### config.mk
export PLATFORM = sky130hd
export DESIGN_NAME = timer_switch_top
export DESIGN_NICKNAME = d
export VERILOG_FILES = /design/src/rtl/timer_switch_pkg.sv /design/src/rtl/timer_switch_counter.sv /design/src/rtl/timer_switch_top.sv
export SDC_FILE = /design/constraint.sdc
export NUM_CORES = 1
export LEC_CHECK = 0
export BUFFER_PORTS_ARGS = -buffer_cell sky130_fd_sc_hd__buf_2
export CORE_AREA = 4 4 41 43
export DETAILED_ROUTE_END_ITERATION = 7
export DIE_AREA = 0 0 45 47
export GPL_TIMING_DRIVEN = 0
export PLACE_DENSITY_LB_ADDON = 0.08
export RECOVER_POWER = 100
export SYNTH_ARGS = -nofsm -noshare
export SYNTH_HDL_FRONTEND = slang
export SYNTH_SLANG_ARGS = --single-unit
### constraint.sdc
create_clock -name clock_1Hz -period 2.8 [get_ports clock_1Hz]
set_input_delay 0.42 -clock clock_1Hz [delete_from_list [all_inputs] [get_ports clock_1Hz]]
set_output_delay 0.42 -clock clock_1Hz [all_outputs]
set_load 0.01 [all_outputs]
### src/rtl/timer_switch_pkg.sv
// Shared defaults for the staircase-light timer switch.
package timer_switch_pkg;

    localparam int unsigned ON_TIME_DEF = 20;

    function automatic int unsigned cnt_width(input int unsigned on_time);
        return $clog2(on_time + 1);
    endfunction

endpackage

### src/rtl/timer_switch_counter.sv
// Loadable down-counter that saturates at zero; busy while nonzero.
module timer_switch_counter
    import timer_switch_pkg::*;
#(
    parameter int unsigned ON_TIME = ON_TIME_DEF,
    parameter int unsigned CNT_W   = cnt_width(ON_TIME)
) (
    input  logic clock_1Hz,
    input  logic reset,
    input  logic load,
    output logic busy
);

    logic [CNT_W-1:0] cnt;

    // Load wins over the decrement so a press on the last on-cycle never drops the light.
    always_ff @(posedge clock_1Hz) begin
        if (!reset) begin
            cnt <= '0;
        end else if (load) begin
            cnt <= CNT_W'(ON_TIME);
        end else if (cnt != '0) begin
            cnt <= cnt - CNT_W'(1);
        end
    end

    assign busy = (cnt != '0);

endmodule

### src/rtl/timer_switch_top.sv
// Staircase-light timer: a button rising edge lights the lamp for ON_TIME ticks.
module timer_switch_top
    import timer_switch_pkg::*;
#(
    parameter int unsigned ON_TIME = ON_TIME_DEF
) (
    input  logic clock_1Hz,
    input  logic reset,
    input  logic btn_ext,
    output logic light
);

    localparam int unsigned CNT_W = cnt_width(ON_TIME);

    logic btn_prev;
    logic press;

    // Reset value of 1 keeps a button held through reset from triggering.
    always_ff @(posedge clock_1Hz) begin
        if (!reset) begin
            btn_prev <= 1'b1;
        end else begin
            btn_prev <= btn_ext;
        end
    end

    assign press = btn_ext & ~btn_prev;

    timer_switch_counter #(
        .ON_TIME (ON_TIME),
        .CNT_W   (CNT_W)
    ) u_counter (
        .clock_1Hz (clock_1Hz),
        .reset     (reset),
        .load      (press),
        .busy      (light)
    );

endmodule

==> results.yml <==
clock_tree:
  cts_tree: "yes"
  cts_setup_buffers: 0
  h-tree-depth: 1
  cts.clk_slew.worst_paths_ns: 0.05
  clk_latency_ns: 0.24
  post_cts_resized: 0
  cts_buffer_depth: 2
  cts_root_buf: "clkbuf_4"
  cts_sinks: 6
  cts_made_buffers: 3
  hold_buffers: 0
synth:
  ys_warn_count: 0
  synth_fa_ha_area_share_pct: 4.59
  synth_xor_area_share_pct: 3.21
  synth_top_family_by_area: "simple AND/OR/NAND/NOR gates"
  yosysSeqAreaShare_pct: 44.0
  synth_most_common_cell: "dfxtp_1"
  syn_avg_cell_area_um2: 9.41
  synth_nets: 33
  synth_common_cells: "dfxtp_1 (6), nor2_1 (5), inv_1 (3), nor3_1 (3)"
  synth_edf_count: 0
  synthMuxAreaShare_pct: 0
  synth_area_um2: 273
  ys_ff_latch: 6
  synth_top_area_share_pct: 44.0
  synth.distinct_cells: 16
  yosys.area_share.simple_pct: 27.5
  synth_top_area_cell: "dfxtp_1"
  synth_area_leaders: "dfxtp_1 (44%), nor4b_4 (8.7%), nor2_1 (6.9%)"
  synthCells: 29
  synth_ff_type: "dfxtp_1"
  synth_compound_area_share_pct: 15.1
  async_flop_share_pct: 0
grt:
  grt_overflow: 0
  met3_usage_pct: 4.60
  use_met2_pct: 7.34
  antenna_found_initial: 0
  grt_usage_pct: 5.62
  met1_usage_pct: 6.18
  grt_pass1_vias: 198
  grt.busiest_layer: "met2"
  grt_pass1_wl_um: 772
  grt_max_degree: 6
setup_path:
  arrival_ns: 1.76
  path_class: "reg -> out"
  critPathRequiredTime_ns: 2.38
  rrSetupSlack_ns: 1.05
  end_kind: "output pin"
  crit_fanout: 4
  reg2regPathDepth: 5
  critPathLaunchType: "flop"
floorplan:
  die_x_um: 45
  num_rows: 13
  start_util_pct: 21.0
  fp.dieArea_um2: 2120
  core_um2: 1300
  die_h_um: 47
  pin_count: 4
sta:
  hold_viol: 0
  tns_ns: 0
  fmaxAchievable_mhz: 459
  rsz0062_at_grt: "false"
  worst_slew_margin_rel_pct: 48.5
  worst_pin_slew_ns: 0.761
  finalSetupViolCount: 0
  slew_violations: 0
  skew_ns: 0.00116
  period_minus_slack_ns: 2.18
  fin_crit_sh_pct: 77.8
power_and_ir_drop:
  powerDensity_nw_per_um2: 1220
  vdd_drop_max_uv: 418
  p_leak_nw: 0.126
  power_w: 0.000382
layout:
  final_nets: 41
  drive_above_1_share_pct: 20.0
  n_fill_cell: 152
  area_growth_pct: 14.7
  n_antenna_cell: 0
routing:
  drt_iter0_markers: 6
  postRouteAntennaNets: 0
  viasPerCell: 4.20
  drt-total-wl_um: 468
  via_count: 210
  drcViolationCount: 0
  wl_per_cell_um: 9.36
  drtPass1Iterations: 4
min_path:
  hold_depth: 3
  hold_path.class: "in -> reg"
placed_design:
  gp_congestion: 0.752
  dp_hpwl_um: 369
  port_buffers: 3
job:
  drv_cap: 0
status:
  outcome: "completed"
critical path, stage by stage, from the launching register on:
cell and delay, ns:
dfxtp_1 0.32, inv_1 0.07, ha_1 0.20, nor4b_1 0.64
inv_2 0.12, clkbuf_1 0.16
layout make-up:
type	count	area, um2	area share (%)
Clock buffer	3	22.5	7.20
Inverter	4	15.0	4.80
Multi-Input combinational cell	19	123	39.2
Sequential cell	6	120	38.4
Tap cell	15	18.8	6.00
Timing Repair Buffer	3	13.8	4.40
registers in the layout (all words and copies together), names as in the netlist:
register	cells
u_counter.cnt	5
btn_prev	1
per-stage QoR:
stage	area [um2]	setup slack, ns	hold WS (ns)	std cells	util (%)
2_1_floorplan	273	1.46	0.487	29	-
4_1_cts	329	0.969	0.381	50	25.3
3_3_place_gp	307	1.23	0.502	47	23.6
5_1_grt	313	0.440	0.386	50	24.0
3_5_place_dp	307	1.23	0.518	47	23.6
6_report	313	0.622	0.379	50	24.0
logic make-up (layout without fill, tap and decap cells):
family,count (synthesis),count (layout)
buffers and inverters,4,10
XOR/XNOR,1,1
AND/OR/NAND/NOR,12,12
flip-flops,6,6
AO/OA/AOI/OAI,5,5
adder cells (fa/ha/maj),1,1
power breakdown:
group	total [W]	switching, W	leakage (nW)	internal (W)
Clock	0.0000803	0.0000317	0.0138	0.0000485
Combinational	0.000162	0.0000889	0.0622	0.0000730
Sequential	0.000140	0.0000254	0.0497	0.000115
Total	0.000382	0.000146	0.126	0.000236
per-layer routing:
layer	share of wire, %	wire length [um]
met5	0	0
met4	0	0
met3	6.2	29
met2	49	228
met1	45	211
final timing paths:
check	start	end
worst max-delay path	u_counter.cnt[0]	light
worst min-delay path	btn_ext	btn_prev
worst max register to register	u_counter.cnt[0]	u_counter.cnt[2]
worst min register to register	u_counter.cnt[0]	u_counter.cnt[0]
layout by cell type, fill, tap and decap left out:
master	instances
xnor2_1	1
nor2b_1	1
ha_1	1
o21a_1	1
dfxtp_1	6
clkbuf_4	3
o31a_1	1
nor3_1	3
buf_2	2
a21boi_0	1
nand2_1	1
nor3b_1	1
o21ai_0	1
inv_1	3
nor4b_1	1
a211oi_2	1
inv_2	1
clkbuf_1	1
nor2_1	5
Power figures use the tool's default switching activity.
